`config.mk`:
```
export PLATFORM = sky130hd
export DESIGN_NAME = hid_multi
export DESIGN_NICKNAME = d
export VERILOG_FILES = /design/src/rtl/hid_multi.sv
export SDC_FILE = /design/constraint.sdc
export NUM_CORES = 1
export LEC_CHECK = 0
export CORE_UTILIZATION = 59
export CTS_BUF_LIST = sky130_fd_sc_hd__clkbuf_16
export CTS_CLUSTER_DIAMETER = 50
export DETAILED_ROUTE_END_ITERATION = 8
export GPL_TIMING_DRIVEN = 0
export PLACE_DENSITY = 0.84
export SYNTH_ARGS = -nofsm -noshare
export SYNTH_HDL_FRONTEND = slang
export SYNTH_SLANG_ARGS = --single-unit
```
`constraint.sdc`:
```
create_clock -name clk -period 5.2 [get_ports clk]
set_input_delay 0.78 -clock clk [delete_from_list [all_inputs] [get_ports clk]]
set_output_delay 0.78 -clock clk [all_outputs]
set_load 0.01 [all_outputs]
```
`src/rtl/hid_multi.sv`:
```
// hid_multi: MCU byte-link decoder driving keyboard matrix, joysticks, mouse and DB9 change interrupt.
// Optional build macro HID_MOUSE_ACC_EN turns mouse_x/mouse_y into saturating accumulators.
module hid_multi #(
  parameter int NUM_JOY   = 2,
  parameter int DB9_PORTS = 1
) (
  input  logic                     clk,
  input  logic                     reset,
  input  logic                     data_in_strobe,
  input  logic                     data_in_start,
  input  logic [7:0]               data_in,
  output logic [7:0]               data_out,
  input  logic [6*DB9_PORTS-1:0]   db9_port,
  output logic                     irq,
  input  logic                     iack,
  output logic [8*NUM_JOY-1:0]     joystick,
  output logic [7:0]               numpad,
  output logic                     mod_key,
  output logic                     key_restore,
  output logic                     tape_play,
  input  logic [7:0]               keyboard_matrix_out,
  output logic [7:0]               keyboard_matrix_in,
  output logic [1:0]               mouse_btns,
  output logic [7:0]               mouse_x,
  output logic [7:0]               mouse_y,
  output logic                     mouse_strobe,
  input  logic                     mouse_ack
);

  localparam logic [7:0] CMD_STATUS   = 8'h00;
  localparam logic [7:0] CMD_KEYBOARD = 8'h01;
  localparam logic [7:0] CMD_MOUSE    = 8'h02;
  localparam logic [7:0] CMD_JOYSTICK = 8'h03;
  localparam logic [7:0] CMD_DB9      = 8'h04;
  localparam logic [7:0] DEV_NUMPAD   = 8'h80;

  logic [3:0]                 state_q, state_d;
  logic [7:0]                 command_q, command_d;
  logic [7:0]                 device_q, device_d;
  logic [7:0]                 data_out_q, data_out_d;
  logic [7:0][7:0]            keyboard_q, keyboard_d;
  logic [8*NUM_JOY-1:0]       joystick_q, joystick_d;
  logic [7:0]                 numpad_q, numpad_d;
  logic                       mod_key_q, mod_key_d;
  logic                       key_restore_q, key_restore_d;
  logic                       tape_play_q, tape_play_d;
  logic [1:0]                 mouse_btns_q, mouse_btns_d;
  logic [7:0]                 mouse_x_q, mouse_x_d;
  logic [7:0]                 mouse_y_q, mouse_y_d;
  logic                       mouse_strobe_q, mouse_strobe_d;
  logic                       irq_q, irq_d;
  logic                       irq_enable_q, irq_enable_d;
  logic [1:0]                 pending_q, pending_d;
  logic [6*DB9_PORTS-1:0]     db9_q, db9_d;
  logic [1:0]                 change_s;
  logic [7:0]                 matrix_in_s;

`ifdef HID_MOUSE_ACC_EN
  logic [7:0]                 dx_q, dx_d;

  function automatic logic [7:0] sat_add(input logic [7:0] a, input logic [7:0] b);
    logic [8:0] sum;
    sum = {a[7], a} + {b[7], b};
    if (sum[8] != sum[7]) begin
      sat_add = sum[8] ? 8'h80 : 8'h7F;
    end else begin
      sat_add = sum[7:0];
    end
  endfunction
`else
  logic unused_ack_s;
  assign unused_ack_s = mouse_ack;
`endif

  // Row sense: AND of the rows of every column currently driven low.
  always_comb begin
    matrix_in_s = 8'hFF;
    for (int c = 0; c < 8; c++) begin
      matrix_in_s = matrix_in_s & (keyboard_matrix_out[c] ? 8'hFF : keyboard_q[c]);
    end
  end

  // Next-state decode of the MCU byte stream and the DB9 change monitor.
  always_comb begin
    state_d        = state_q;
    command_d      = command_q;
    device_d       = device_q;
    data_out_d     = data_out_q;
    keyboard_d     = keyboard_q;
    joystick_d     = joystick_q;
    numpad_d       = numpad_q;
    mod_key_d      = mod_key_q;
    key_restore_d  = key_restore_q;
    tape_play_d    = tape_play_q;
    mouse_btns_d   = mouse_btns_q;
    mouse_strobe_d = 1'b0;
    irq_d          = irq_q & ~iack;
    irq_enable_d   = irq_enable_q;
    pending_d      = pending_q;
    db9_d          = db9_port;
    change_s       = 2'b00;
`ifdef HID_MOUSE_ACC_EN
    dx_d           = dx_q;
    mouse_x_d      = mouse_ack ? 8'h00 : mouse_x_q;
    mouse_y_d      = mouse_ack ? 8'h00 : mouse_y_q;
`else
    mouse_x_d      = mouse_x_q;
    mouse_y_d      = mouse_y_q;
`endif

    for (int p = 0; p < DB9_PORTS; p++) begin
      change_s[p] = irq_enable_q && (db9_port[6*p +: 6] != db9_q[6*p +: 6]);
    end

    if (data_in_strobe && data_in_start) begin
      state_d   = 4'd1;
      command_d = data_in;
      // The keyboard command byte is itself a key event, like every byte of its frame.
      if (data_in == CMD_KEYBOARD) begin
        keyboard_d[data_in[2:0]][data_in[5:3]] = data_in[7];
      end else begin
        keyboard_d = keyboard_q;
      end
    end else if (data_in_strobe && (state_q != 4'd0)) begin
      state_d = (state_q == 4'd15) ? 4'd15 : state_q + 4'd1;
      case (command_q)
        CMD_STATUS: begin
          case (state_q)
            4'd1:    data_out_d = 8'h5C;
            4'd2:    data_out_d = 8'h42;
            4'd3:    data_out_d = 8'(NUM_JOY);
            4'd4:    data_out_d = 8'(DB9_PORTS);
            default: data_out_d = data_out_q;
          endcase
        end
        CMD_KEYBOARD: begin
          keyboard_d[data_in[2:0]][data_in[5:3]] = data_in[7];
        end
        CMD_MOUSE: begin
          case (state_q)
            4'd1: mouse_btns_d = data_in[1:0];
`ifdef HID_MOUSE_ACC_EN
            4'd2: dx_d = data_in;
            4'd3: begin
              mouse_x_d      = sat_add(mouse_x_d, dx_q);
              mouse_y_d      = sat_add(mouse_y_d, data_in);
              mouse_strobe_d = 1'b1;
            end
`else
            4'd2: mouse_x_d = data_in;
            4'd3: begin
              mouse_y_d      = data_in;
              mouse_strobe_d = 1'b1;
            end
`endif
            default: mouse_btns_d = mouse_btns_q;
          endcase
        end
        CMD_JOYSTICK: begin
          case (state_q)
            4'd1: device_d = data_in;
            4'd2: begin
              for (int j = 0; j < NUM_JOY; j++) begin
                if (device_q == 8'(j)) begin
                  joystick_d[8*j +: 8] = data_in;
                end else begin
                  joystick_d[8*j +: 8] = joystick_d[8*j +: 8];
                end
              end
              if (device_q == DEV_NUMPAD) begin
                numpad_d      = data_in;
                mod_key_d     = data_in[5];
                key_restore_d = data_in[6];
                tape_play_d   = data_in[7];
              end else begin
                numpad_d      = numpad_q;
              end
            end
            default: device_d = device_q;
          endcase
        end
        CMD_DB9: begin
          if (state_q == 4'd1) begin
            data_out_d   = {6'b000000, pending_q};
            irq_enable_d = 1'b1;
            pending_d    = 2'b00;
          end else begin
            for (int p = 0; p < DB9_PORTS; p++) begin
              if (state_q == 4'(p + 2)) begin
                data_out_d = {2'b00, db9_port[6*p +: 6]};
              end else begin
                data_out_d = data_out_d;
              end
            end
          end
        end
        default: data_out_d = data_out_q;
      endcase
    end else begin
      state_d = state_q;
    end

    // A fresh change outranks both iack and a same-cycle pending clear.
    if (change_s != 2'b00) begin
      pending_d    = pending_d | change_s;
      irq_d        = 1'b1;
      irq_enable_d = 1'b0;
    end else begin
      pending_d    = pending_d;
    end
  end

  // State registers with synchronous reset.
  always_ff @(posedge clk) begin
    if (reset) begin
      state_q        <= 4'd0;
      command_q      <= 8'h00;
      device_q       <= 8'h00;
      data_out_q     <= 8'h00;
      keyboard_q     <= {8{8'hFF}};
      joystick_q     <= '0;
      numpad_q       <= 8'h00;
      mod_key_q      <= 1'b0;
      key_restore_q  <= 1'b0;
      tape_play_q    <= 1'b0;
      mouse_btns_q   <= 2'b00;
      mouse_x_q      <= 8'h00;
      mouse_y_q      <= 8'h00;
      mouse_strobe_q <= 1'b0;
      irq_q          <= 1'b0;
      irq_enable_q   <= 1'b0;
      pending_q      <= 2'b00;
      db9_q          <= db9_port;
`ifdef HID_MOUSE_ACC_EN
      dx_q           <= 8'h00;
`endif
    end else begin
      state_q        <= state_d;
      command_q      <= command_d;
      device_q       <= device_d;
      data_out_q     <= data_out_d;
      keyboard_q     <= keyboard_d;
      joystick_q     <= joystick_d;
      numpad_q       <= numpad_d;
      mod_key_q      <= mod_key_d;
      key_restore_q  <= key_restore_d;
      tape_play_q    <= tape_play_d;
      mouse_btns_q   <= mouse_btns_d;
      mouse_x_q      <= mouse_x_d;
      mouse_y_q      <= mouse_y_d;
      mouse_strobe_q <= mouse_strobe_d;
      irq_q          <= irq_d;
      irq_enable_q   <= irq_enable_d;
      pending_q      <= pending_d;
      db9_q          <= db9_d;
`ifdef HID_MOUSE_ACC_EN
      dx_q           <= dx_d;
`endif
    end
  end

  assign data_out           = data_out_q;
  assign irq                = irq_q;
  assign joystick           = joystick_q;
  assign numpad             = numpad_q;
  assign mod_key            = mod_key_q;
  assign key_restore        = key_restore_q;
  assign tape_play          = tape_play_q;
  assign keyboard_matrix_in = matrix_in_s;
  assign mouse_btns         = mouse_btns_q;
  assign mouse_x            = mouse_x_q;
  assign mouse_y            = mouse_y_q;
  assign mouse_strobe       = mouse_strobe_q;

endmodule

```
==> After elaboration in Yosys (flattened, before gate mapping) <==
Index checks and enable logic that the tools add are counted.
{ "word_totals": {"ff_bits": 148, "latchBits": 0, "ram_bits": 0, "rom_bits": 0, "input_bits": 28, "output_inout_bits": 63, "wordCells": 116, "memories": 0} }
{ "op_classes": {"add_sub_neg": 1, "multipliers": 0, "n_div": 0, "magnitude_cmp": 4, "eq_ne": 16, "n_shift": 0, "muxes": 31, "bitwise": 13, "n_reduce_logical": 24} }
{ "op_table": {"columns": ["operator", "count"], "rows": [
  ["64-bit two-way mux", 4],
  ["8-bit two-way mux", 11],
  ["64-bit bitwise mux", 1],
  ["8-bit AND", 7],
  ["8-bit one-hot mux with 4 select lines", 1],
  ["8-bit demux with 3-bit select", 1],
  ["8-bit by 1-bit equality test with 1-bit output (second input constant)", 3],
  ["4-bit AND reduction", 5],
  ["5-bit AND reduction", 4],
  ["8-bit by 2-bit equality test with 1-bit output (second input constant)", 2],
  ["8-bit logical NOT", 2],
  ["8-bit one-hot mux with 2 select lines", 1],
  ["2-bit two-way mux", 5],
  ["4-bit by 2-bit equality test with 1-bit output (second input constant)", 2],
  ["8-bit by 3-bit equality test with 1-bit output (second input constant)", 1],
  ["8-bit equality test (second input constant)", 1],
  ["3-bit by 4-bit less-than comparator with 1-bit output (second input constant)", 2],
  ["3-bit by 1-bit greater-or-equal comparator with 1-bit output (second input constant)", 2],
  ["6-bit inequality test", 1],
  ["2-bit nonzero test", 3],
  ["1-bit logical AND", 5],
  ["1-bit two-way mux", 5],
  ["5-bit inequality test (second input constant)", 1],
  ["4-bit by 1-bit adder with 4-bit output (second input constant)", 1],
  ["other kinds (14)", 18]
]} }

==> Depth between registers and ports, before layout <==
Gate-level depths: netlist (run 1).
{ "logic_depth": {"word_depth": 10, "ltp_mapped": 8, "ltp_nobuf": 6} }

==> Least setup slack after synthesis (run 1) <==
Ideal clock, no wire load.
{ "synth_timing": {"path_type": "input to register", "start": "in data_in_strobe", "end": "reg keyboard_q[29] (netlist name)", "setup_ns": 0.122, "arrival_time_ns": 2.557, "required_ns": 5.078, "path_slack_ns": 2.521, "cell_stages": 7, "path_buffers": 3, "path_cell_list": "buf_4 > or3b_4 > or4_1 > buf_2 > buf_6 > o31a_1 > a311o_1"} }
{ "synth_via": {"elab_chain_cells": 3, "elab_cells_between_ends": 7, "classes_between": "1 x eq/ne; 1 x mux; 5 x reduce/logical"} }
{ "synth_rtl": {"columns": ["element", "line_no", "rtl"], "rows": [
  ["from (decl)", "9", "input logic data_in_strobe,"],
  ["1-bit logical AND, on equally long branches", "115, 124", null],
  ["2-bit by 1-bit inequality test with 1-bit output (no line) / 2-bit nonzero test (equally long branches)", null, null],
  ["3-bit AND reduction (no line)", null, null],
  ["to (signal assigned)", "220", "keyboard_q <= {8{8'hFF}};"],
  ["to (signal assigned)", "242", "keyboard_q <= keyboard_d;"],
  ["to (decl)", "41", "logic [7:0][7:0] keyboard_q, keyboard_d;"]
]} }
Parallel ways exist; a longest one is shown, timed or not.
A chain may end at the register's enable or synchronous reset.

==> Worst setup path after layout (run 1) <==
{ "layout_timing": {"start": "in keyboard_matrix_out[1]", "end": "out keyboard_matrix_in[0]"} }
{ "layout_via": {"elab_chain_cells": 8} }
{ "layout_rtl": {"columns": ["element", "line_no", "rtl"], "rows": [
  ["from (decl)", "21", "input logic [7:0] keyboard_matrix_out,"],
  ["8-bit two-way mux", "79", "matrix_in_s = matrix_in_s & (keyboard_matrix_out[c] ? 8'hFF : keyboard_q[c]);"],
  ["8-bit AND (7 in series)", "79", null],
  ["to (decl)", "22", "output logic [7:0] keyboard_matrix_in,"]
]} }
Every way passes these cells.

==> results of run 1 <==
[through the flow]
stage                     power [mW]  cells
after CTS                       2.48    973
after global placement          1.32    942
final                           2.49    973
after global routing            2.55    973
after floorplan                 1.25    725
after detailed placement        1.32    942
[sequential cells by signal (all words and copies together) (netlist names)]
signal,count
command_q,8
mouse_btns,2
state_q,4
numpad,8
keyboard_q,64
mouse_x,8
mouse_strobe,1
joystick,16
device_q,8
mouse_y,8
data_out,7
irq_enable_q,1
db9_q,6
pending_q,1
irq,1
[cells in the final DEF, fill, tap and decap left out, types with 4 or more instances in the layout]
cell                              count
sky130_fd_sc_hd__a221o_1              8
sky130_fd_sc_hd__clkbuf_1            53
sky130_fd_sc_hd__buf_4                6
sky130_fd_sc_hd__clkbuf_16           17
sky130_fd_sc_hd__buf_2                5
sky130_fd_sc_hd__o22ai_1             32
sky130_fd_sc_hd__nand2_1             41
sky130_fd_sc_hd__nand4_1              8
sky130_fd_sc_hd__dfxtp_1            143
sky130_fd_sc_hd__o21ai_0             28
sky130_fd_sc_hd__nor2_1              22
sky130_fd_sc_hd__nor4b_1              4
sky130_fd_sc_hd__ha_1                 4
sky130_fd_sc_hd__o31a_1              25
sky130_fd_sc_hd__inv_1                8
sky130_fd_sc_hd__nor4_1              12
sky130_fd_sc_hd__and2_1               5
sky130_fd_sc_hd__xnor2_1              4
sky130_fd_sc_hd__and3_1               6
sky130_fd_sc_hd__nor3_1              10
sky130_fd_sc_hd__buf_1                7
sky130_fd_sc_hd__nor3b_1              6
sky130_fd_sc_hd__and3b_1              4
sky130_fd_sc_hd__a2111oi_0            6
sky130_fd_sc_hd__clkbuf_2             4
sky130_fd_sc_hd__nand3_1             46
sky130_fd_sc_hd__a21oi_1             45
sky130_fd_sc_hd__o21a_1              14
sky130_fd_sc_hd__clkdlybuf4s50_1     77
sky130_fd_sc_hd__nor4_2               5
sky130_fd_sc_hd__mux2i_1             34
sky130_fd_sc_hd__a41oi_1              8
sky130_fd_sc_hd__a311o_1             40
sky130_fd_sc_hd__nand2b_1            36
sky130_fd_sc_hd__or3b_2               4
sky130_fd_sc_hd__o211ai_1             8
sky130_fd_sc_hd__clkinv_1             6
[cell families after synthesis]
family	count (synthesis)
adder cells (fa/ha/maj)	4
AND/OR/NAND/NOR	231
AO/OA/AOI/OAI	224
multiplexers	35
other	1
flip-flops	143
buffers and inverters	81
XOR/XNOR	6
[metal layers]
metal  vias to the layer above  wire length (um)  track usage (%)  part of all wire [%]
met5                         -                 0                0                     0
li1                       2948                 -                -                     -
met2                       421              9450             56.0                    45
met1                      3137              8480             49.9                    40
met4                         0               628             16.2                   3.0
met3                        66              2400             8.80                    11
[power by group]
part	internal [mW]	switching, mW	leakage (nW)
combinational	0.0597	0.136	1.33
sequential	1.10	0.00768	1.16
clock	0.732	0.449	0.285
total	1.90	0.594	2.77
[cell type report]
class,instances,area share (%)
clock inverter,14,1.65
multi-input combinational,501,42.0
clock buffer,17,5.23
buffer,76,4.02
inverter,5,0.231
timing repair buffer,77,9.48
tap,140,2.15
sequential,143,35.2
[worst min-delay path: cells and delay by family (launching register included)]
kind / cells / cell delay (ns)
compound gates: 1 / 0.06
flops: 1 / 0.30
simple gates: 1 / 0.05
[worst paths after layout]
path / start / endpoint / cells past startpoint
worst max-delay path: keyboard_matrix_out[1] / keyboard_matrix_in[0] / 4
worst min-delay path: keyboard_q[60] / keyboard_q[60] / 2
worst max register to register: state_q[0] / keyboard_q[6] / 8
worst min register to register: keyboard_q[60] / keyboard_q[60] / 2
==> results by group, run 1 <==
Job
  • Max_cap viols: 0

Yosys
  • Synth Area per Inst: 9.13 sq um
  • Seq/Total Area, Yosys: 43.2%
  • Area share of and/or/nand/nor cells after synthesis: 20.0%
  • Adder-cell share of the synthesized area: 0.756%
  • Count of yosys warnings during synthesis: 0
  • Top cell type by total area after synthesis: sky130_fd_sc_hd__dfxtp_1
  • Share of the synthesized netlist area taken by xor and xnor gates: 0.794%
  • Post-Syn Area: 0.00662 sq mm
  • Proportion of register bits with asynchronous set or reset after synthesis: 0%
  • Synth Area in Compound Gates: 24.6%
  • Largest family of logic cells by synthesized area: compound AO/OA/AOI/OAI gates
  • Number of distinct library cells after synthesis: 57
  • Dominant cells by area after synthesis: sky130_fd_sc_hd__dfxtp_1 43%, sky130_fd_sc_hd__a311o_1 6.0%, sky130_fd_sc_hd__mux2i_1 5.1%
  • Total nets after synthesis: 757
  • FF+latch count, synth: 143
  • Post-synthesis mux area share: 5.31%
  • Cell with the most instances after synthesis: sky130_fd_sc_hd__dfxtp_1
  • Leading post-synthesis cells by instance count: 143 x sky130_fd_sc_hd__dfxtp_1, 53 x sky130_fd_sc_hd__clkbuf_1, 46 x sky130_fd_sc_hd__nand3_1
  • Top-area cell type share of the netlist area: 43.2%
  • Primary flip-flop cell chosen by synthesis mapping: sky130_fd_sc_hd__dfxtp_1
  • Post-synth EDFFs: 0
  • Mapped Cells: 725

Layout
  • Fraction of final layout cells with drive strength greater than 1: 6.36%
  • Antenna diode count: 0
  • Area of all placed cells without fillers: 0.00813 sq mm
  • Synthesis-to-layout area growth: 22.8%
  • End-of-flow core utilization: 74.7%
  • Final-layout fill cell count: 801
  • Footprint of the multi-input gates: 0.00342 sq mm
  • Sequential standard cell area: 0.00286 sq mm
  • Final-stage net count: 853

Drt
  • Starting DRC count in detailed routing: 878
  • Count of nets left with antenna violations after detail routing: 0
  • Total DRC errors in the routed layout: 0
  • Routed len/inst: 21.5 um
  • Vias after detailed routing: 6,572
  • Vias per inst: 6.75
  • First-pass iteration count of the detailed router: 6
  • Total detailed-routing wirelength: 21.0 mm

STA
  • Number of max-slew violations in the final report: 0
  • Minimum clock period after layout: 3.25 ns
  • Worst setup slack after layout: 1.95 ns
  • Fmax: 0.307 GHz
  • RSZ-0062 raised after global routing: no
  • Hold Fails Final Rpt: 0
  • Hold Worst Slack: 0.460 ns
  • Worst slew margin: 11.2%
  • Worst-margin pin slew: 1.32 ns
  • Max Clock Skew: 0.00957 ns
  • Setup TNS Final: 0 ns
  • Final clock period utilization by the worst path: 62.5%
  • # setup viols final: 0

Setup path
  • Arrival time at the worst endpoint: 2.47 ns
  • Maximum cell stage delay along the critical path: 0.65 ns
  • Worst Path Buf+Inv: 2
  • Endpoint kind of the worst setup timing path: primary output
  • Category of the most critical setup path: primary input to primary output
  • Internal reg-to-reg setup slack: 2.19 ns
  • CP startpoint kind: primary input
  • CP max stage cell: sky130_fd_sc_hd__clkdlybuf4s50_1
  • CP Cell Sequence: clkbuf_1 -> o22ai_1 -> nor4_1 -> clkdlybuf4s50_1
  • CP delay by family, top: buffers and inverters
  • Required time worst endpoint: 4.42 ns
  • CP Max Fanout: 8

Floorplan
  • Count of standard-cell rows: 38
  • Starting density of the core: 60.8%
  • X dimension of the die: 108 um
  • I/O pin count: 91
  • Total die area: 0.0117 sq mm
  • Core outline area: 0.0109 sq mm
  • Die Span Y: 108 um

Outcome
  • Result of the run: finished clean

Worst hold path
  • Hold/Removal Path Class: flop to flop

Clock tree
  • Clock slew at reported path FFs: 0.05 ns
  • CTS Buf Count: 17
  • Post_cts resized: 0
  • Worst skew pair latency: 0.43 ns
  • # clock sinks: 143
  • CTS tree: built
  • H-tree depth: 4
  • Root cell of the clock tree: sky130_fd_sc_hd__clkbuf_16
  • Postcts setup bufs: 0
  • Total of hold buffers inserted after clock tree synthesis: 0
  • Maximum root-to-sink buffer count: 2

Pwr
  • Power Dens Cells: 306 mW/mm^2
  • Peak supply drop: 0.283 mV
  • Cell leakage power: 2.77 nW

Global routing
  • All-Layer GR Usage: 36.9%
  • Vias in the first global route: 6,211
  • Gr ovfl total: 0
  • Maximum number of pins on one net before global-route repair: 17
  • First-pass GRT wire length: 32.6 mm
  • Initial antenna violation count: 0

Placed design
  • Detailed placement HPWL: 14.4 mm
  • Area after DPL: 0.00757 sq mm
  • Placement-stage worst setup slack: 1.59 ns
  • Count of input and output buffers: 77
  • Global placement routability congestion: 0.894
(Power assumes the default switching activity.)
==> inputs of run 2 (changes only) <==
--- a/config.mk
+++ b/config.mk
@@ -5,12 +5,12 @@
 export SDC_FILE = /design/constraint.sdc
 export NUM_CORES = 1
 export LEC_CHECK = 0
-export CORE_UTILIZATION = 59
+export CORE_UTILIZATION = 50
 export CTS_BUF_LIST = sky130_fd_sc_hd__clkbuf_16
 export CTS_CLUSTER_DIAMETER = 50
 export DETAILED_ROUTE_END_ITERATION = 8
 export GPL_TIMING_DRIVEN = 0
-export PLACE_DENSITY = 0.84
+export PLACE_DENSITY = 0.76
 export SYNTH_ARGS = -nofsm -noshare
 export SYNTH_HDL_FRONTEND = slang
 export SYNTH_SLANG_ARGS = --single-unit
==> constraint.sdc (replaced) <==
create_clock -name clk -period 2.8 [get_ports clk]
set_input_delay 0.42 -clock clk [delete_from_list [all_inputs] [get_ports clk]]
set_output_delay 0.42 -clock clk [all_outputs]
set_load 0.01 [all_outputs]
==> run 2 against run 1 <==
  * Clock skew decreased by 0.0027 ns
  * Final area increased by 0.23%
  * Critical endpoint is now keyboard_q[48]
  * Power increased by 74%
  * Hold slack got worse by 0.062 ns
  * Final cell count increased by 3.4%
  * Critical path depth increased by 2
  * Count of clock-buffer cells in the layout unchanged
  * Register-to-register slack got worse by 2.1 ns
  * Die area increased by 18%
==> results by group, run 2 (synthesized netlist as in run 1, its figures left out) <==
Layout
  • Flip-flop count of the largest register, all copies and words added: 64
  • Fraction of final layout cells with drive strength greater than 1: 7.67%
  • Synthesis-to-layout area growth: 23.1%
  • Most flops, register: keyboard_q
  • End-of-flow core utilization: 63.8%
  • Post-route non-filler standard cell count: 1,006
  • Most frequent standard cell in the layout excluding fill and tap cells: sky130_fd_sc_hd__dfxtp_1
  • Final-stage net count: 854
  • Top library cells by usage in the layout, fill and taps aside: 143 x sky130_fd_sc_hd__dfxtp_1, 77 x sky130_fd_sc_hd__clkdlybuf4s50_1, 50 x sky130_fd_sc_hd__clkbuf_1
  • Antenna diode count: 0

Drt
  • Vias after detailed routing: 6,515
  • Total DRC errors in the routed layout: 0
  • First-pass iteration count of the detailed router: 6
  • Vias per inst: 6.48
  • Count of nets left with antenna violations after detail routing: 0
  • Starting DRC count in detailed routing: 828
  • Routed len/inst: 20.9 um
  • Total detailed-routing wirelength: 21.0 mm

Pwr
  • Power Dens Cells: 532 mW/mm^2
  • Cell leakage power: 2.76 nW
  • Overall power after layout: 4.34 mW
  • Peak supply drop: 0.414 mV

Clock tree
  • CTS tree: built
  • CTS Buf Count: 17
  • Root cell of the clock tree: sky130_fd_sc_hd__clkbuf_16
  • Total of hold buffers inserted after clock tree synthesis: 0
  • H-tree depth: 4
  • # clock sinks: 143
  • Clock slew at reported path FFs: 0.06 ns
  • Maximum root-to-sink buffer count: 2
  • Worst skew pair latency: 0.42 ns

Placed design
  • Detailed placement HPWL: 14.6 mm
  • Placement-stage worst setup slack: -0.492 ns
  • Global placement routability congestion: 0.944
  • Number of instances in the placed design: 974
  • Count of input and output buffers: 77

Global routing
  • First-pass GRT wire length: 32.4 mm
  • Maximum number of pins on one net before global-route repair: 17
  • Vias in the first global route: 6,142
  • Initial antenna violation count: 0
  • All-Layer GR Usage: 31.9%
  • Gr ovfl total: 0

Setup path
  • CP delay by family, top: simple AND/OR/NAND/NOR gates
  • CP Cell Sequence: clkdlybuf4s50_1 -> clkbuf_1 -> nor3_1 -> nand3_1 -> o21a_1 -> a311o_1
  • Arrival time at the worst endpoint: 3.00 ns
  • Levels on crit path: 6
  • CP max stage cell: sky130_fd_sc_hd__nor3_1
  • Worst Path Buf+Inv: 2
  • Critical Path Start: data_in[4]
  • Required time worst endpoint: 3.11 ns
  • CP Max Fanout: 10
  • CP startpoint kind: primary input
  • Reg-to-reg startpoint: state_q[0]
  • CP endpoint: keyboard_q[48]
  • Cell count of the worst reg-to-reg path: 8
  • Reg2reg end: keyboard_q[29]
  • Internal reg-to-reg setup slack: 0.14 ns
  • Endpoint kind of the worst setup timing path: flop
  • Category of the most critical setup path: primary input to flop
  • Maximum cell stage delay along the critical path: 1.07 ns

STA
  • RSZ-0062 raised after global routing: no
  • Final clock period utilization by the worst path: 96.0%
  • Max Clock Skew: 0.00689 ns
  • Number of max-slew violations in the final report: 0
  • Worst-margin pin slew: 1.29 ns
  • Worst setup slack after layout: 0.113 ns
  • Hold Fails Final Rpt: 0
  • # setup viols final: 0
  • Minimum clock period after layout: 2.69 ns
  • Hold Worst Slack: 0.398 ns
  • Worst slew margin: 13.5%
  • Fmax: 0.372 GHz

Floorplan
  • Starting density of the core: 51.8%
  • I/O pin count: 91
  • Count of standard-cell rows: 41
  • Die Span Y: 117 um
  • Core outline area: 0.0128 sq mm
  • Total die area: 0.0137 sq mm
  • X dimension of the die: 117 um

Worst hold path
  • Hold/Removal Path Class: primary input to flop

Job
  • Max_cap viols: 0

Outcome
  • Result of the run: finished clean
[run 2: worst min-delay path by stage]
stage	from	to	slack [ns]	depth (start not counted)
2_1_floorplan	keyboard_q[63]	keyboard_q[63]	0.43	2
3_3_place_gp	keyboard_q[56]	keyboard_q[56]	0.44	2
3_5_place_dp	keyboard_q[57]	keyboard_q[57]	0.45	2
4_1_cts	data_in_strobe	state_q[3]	0.38	3
5_1_grt	data_in_strobe	state_q[1]	0.43	3
6_report	data_in_strobe	state_q[2]	0.40	3
[run 2: power breakdown]
part / internal (mW) / switching, mW / total, mW / leakage [nW]
logic: 0.112 / 0.253 / 0.365 / 1.35
registers: 2.05 / 0.0147 / 2.07 / 1.16
clock network: 1.09 / 0.819 / 1.91 / 0.253
total: 3.25 / 1.09 / 4.34 / 2.76
[run 2: area by class of cell]
class | count | area (sq um)
Buffer | 75 | 325
Clock buffer | 17 | 425
Clock inverter | 14 | 62.6
Fill cell | 1053 | 4620
Inverter | 5 | 18.8
Multi-Input combinational cell | 501 | 3460
Sequential cell | 143 | 2860
Tap cell | 172 | 215
Timing Repair Buffer | 79 | 786
[run 2: per-layer routing]
| metal | part of all wire, % | wire [um] | global-route usage [%] | vias up |
|---|---|---|---|---|
| met5 | 0 | 0 | 0 | - |
| li1 | - | - | - | 2960 |
| met3 | 11 | 2380 | 11.2 | 35 |
| met4 | 1.6 | 327 | 12.7 | 0 |
| met2 | 46 | 9610 | 48.6 | 369 |
| met1 | 41 | 8680 | 41.3 | 3151 |
[run 2: what timing repair did]
item	CTS	global route
setup endpoints to repair	17	66
gates resized for setup	2	9
setup buffers	2	0
pin swaps	2	0
[run 2: worst register-to-register path: cells and delay by family, from the launching register on]
kind,cells,cell delay [ns]
AOI/OAI and AO/OA,2,0.58
buffers and inverters,3,0.49
DFF,1,0.41
and+or+nand+nor,2,0.79
adders and majority gates,1,0.28
[run 2: through the flow]
stage / cell area (sq um) / setup TNS (ns)
after floorplan: 6620 / 0
after global placement: 7610 / -9.26
after detailed placement: 7610 / -11.53
after CTS: 8120 / 0
after global routing: 8150 / 0
final: 8150 / 0
==> inputs of run 3 (changes only) <==
--- a/config.mk
+++ b/config.mk
@@ -9,6 +9,7 @@
 export CTS_BUF_LIST = sky130_fd_sc_hd__clkbuf_16
 export CTS_CLUSTER_DIAMETER = 50
 export DETAILED_ROUTE_END_ITERATION = 8
+export GPL_ROUTABILITY_DRIVEN = 0
 export GPL_TIMING_DRIVEN = 0
 export PLACE_DENSITY = 0.76
 export SYNTH_ARGS = -nofsm -noshare
==> run 3 against run 2 <==
  * Non-clock buffer count increased by 1
  * Critical path depth increased by 2
  * First-iteration DRC count decreased by 12%
  * Combinational power about the same
  * Clock power increased by 31%
  * Sequential share of layout area decreased by 0.71 points
  * Register-to-register slack got worse by 0.04 ns
==> results by group, run 3 (synthesized netlist as in run 1, its figures left out) <==
STA
  • Minimum clock period after layout: 2.70 ns
  • RSZ-0062 raised after global routing: no
  • Setup TNS Final: 0 ns
  • Worst slew margin: 21.0%
  • Final clock period utilization by the worst path: 96.6%
  • Worst setup slack after layout: 0.0952 ns
  • Hold Fails Final Rpt: 0
  • Worst-margin pin slew: 1.17 ns
  • Number of max-slew violations in the final report: 0
  • Max Clock Skew: 0.00570 ns
  • # setup viols final: 0
  • Fmax: 0.370 GHz

Floorplan
  • Die Span Y: 117 um
  • Starting density of the core: 51.8%
  • Count of standard-cell rows: 41
  • I/O pin count: 91
  • Total die area: 0.0137 sq mm
  • X dimension of the die: 117 um
  • Core outline area: 0.0128 sq mm

Clock tree
  • H-tree depth: 4
  • # clock sinks: 143
  • Maximum root-to-sink buffer count: 2
  • CTS Buf Count: 17
  • Worst skew pair latency: 0.43 ns
  • Clock slew at reported path FFs: 0.06 ns
  • Total of hold buffers inserted after clock tree synthesis: 0
  • Root cell of the clock tree: sky130_fd_sc_hd__clkbuf_16
  • CTS tree: built

Layout
  • Area of all placed cells without fillers: 0.00832 sq mm
  • Top library cells by usage in the layout, fill and taps aside: 143 x sky130_fd_sc_hd__dfxtp_1, 77 x sky130_fd_sc_hd__clkdlybuf4s50_1, 51 x sky130_fd_sc_hd__clkbuf_1
  • End-of-flow core utilization: 65.1%
  • Most frequent standard cell in the layout excluding fill and tap cells: sky130_fd_sc_hd__dfxtp_1
  • Most flops, register: keyboard_q
  • Fraction of final layout cells with drive strength greater than 1: 8.25%
  • Antenna diode count: 0
  • Synthesis-to-layout area growth: 25.6%
  • Flip-flop count of the largest register, all copies and words added: 64
  • Final-stage net count: 855

Pwr
  • Combinational share of power: 7.4%
  • Sequential fraction of design power: 41.8%
  • Power Dens Cells: 594 mW/mm^2
  • Design internal power: 3.81 mW
  • Peak supply drop: 0.395 mV
  • Cell leakage power: 2.84 nW
  • Relative contribution of the clock network to total power: 50.9%
  • Switch Pwr: 1.13 mW
  • Switching share of total power: 22.8%

Setup path
  • Arrival time at the worst endpoint: 3.01 ns
  • Category of the most critical setup path: flop to flop
  • CP Max Fanout: 10
  • CP startpoint kind: flop
  • Internal reg-to-reg setup slack: 0.1 ns
  • Endpoint kind of the worst setup timing path: flop
  • Required time worst endpoint: 3.11 ns

Global routing
  • Initial antenna violation count: 0
  • Busiest grt layer: met2
  • Vias in the first global route: 6,203
  • Met3 Usage GRT: 9.06%
  • All-Layer GR Usage: 30.8%
  • Met2 layer usage reported by global route: 48.1%
  • Gr ovfl total: 0
  • Met1 Use GR: 39.4%
  • Maximum number of pins on one net before global-route repair: 17
  • First-pass GRT wire length: 31.7 mm

Drt
  • Routed len/inst: 20.3 um
  • Starting DRC count in detailed routing: 725
  • Total DRC errors in the routed layout: 0
  • Count of nets left with antenna violations after detail routing: 0
  • Total detailed-routing wirelength: 20.5 mm
  • Vias per inst: 6.50
  • First-pass iteration count of the detailed router: 5
  • Vias after detailed routing: 6,548

Placed design
  • Detailed placement HPWL: 14.3 mm
  • Placement-stage worst setup slack: -0.390 ns
  • Count of input and output buffers: 77
  • Area after DPL: 0.00761 sq mm

Outcome
  • Result of the run: finished clean

Job
  • Max_cap viols: 0

Worst hold path
  • Hold/Removal Path Class: primary input to flop
## run 3: timing repair
action,4_1_cts,5_1_grt
resized for setup,0,12
pin swaps,2,0
endpoints found under the hold margin,0,0
setup endpoints to repair,13,29
buffers inserted,2,0
## run 3: layout make-up
class | count | area, sq um
buffer | 76 | 329
clock buffer | 17 | 425
clock inverter | 15 | 225
fill | 1045 | 4450
inverter | 5 | 18.8
multi-input combinational | 501 | 3460
sequential | 143 | 2860
tap | 172 | 215
timing repair buffer | 79 | 786
## run 3: routing by layer
metal / share of wire, % / wire, um / vias up
met5: 0 / 0 / -
met4: 2.4 / 497 / 0
met3: 11 / 2180 / 46
met2: 46 / 9360 / 359
met1: 41 / 8470 / 3185
li1: - / - / 2958
## run 3: stage by stage
| stage | hold WS (ns) | total power [mW] | std cells |
|---|---|---|---|
| after floorplan | 0.431 | 2.33 | 725 |
| after global placement | 0.446 | 2.44 | 974 |
| after detailed placement | 0.452 | 2.45 | 974 |
| after CTS | 0.391 | 4.93 | 1008 |
| after global routing | 0.405 | 5.07 | 1008 |
| final | 0.403 | 4.94 | 1008 |
## run 3: critical path, cell delays in order, from the launching register on
cell and delay, ns:
sky130_fd_sc_hd__dfxtp_1 0.42, sky130_fd_sc_hd__inv_1 0.10, sky130_fd_sc_hd__ha_1 0.30, sky130_fd_sc_hd__or3b_2 0.22, sky130_fd_sc_hd__clkbuf_1 0.29, sky130_fd_sc_hd__nand4_1 0.26
sky130_fd_sc_hd__clkbuf_2 0.32, sky130_fd_sc_hd__o31a_1 0.36, sky130_fd_sc_hd__a311o_1 0.32
## run 3: final timing paths
path	cells past startpoint	end	startpoint
hold / removal	3	state_q[2]	data_in_strobe
hold reg to reg	2	mouse_x[6]	mouse_x[6]
setup / recovery	8	keyboard_q[6]	state_q[0]
setup reg to reg	8	keyboard_q[6]	state_q[0]
## run 3: power by group through the flow
stage / clock network (mW) / logic [mW] / registers (mW)
global route: 2.62 / 0.385 / 2.06
finish: 2.51 / 0.363 / 2.06
detailed placement: 0 / 0.345 / 2.11
global placement: 0 / 0.336 / 2.11
CTS: 2.52 / 0.349 / 2.06
floorplan: 0 / 0.221 / 2.11
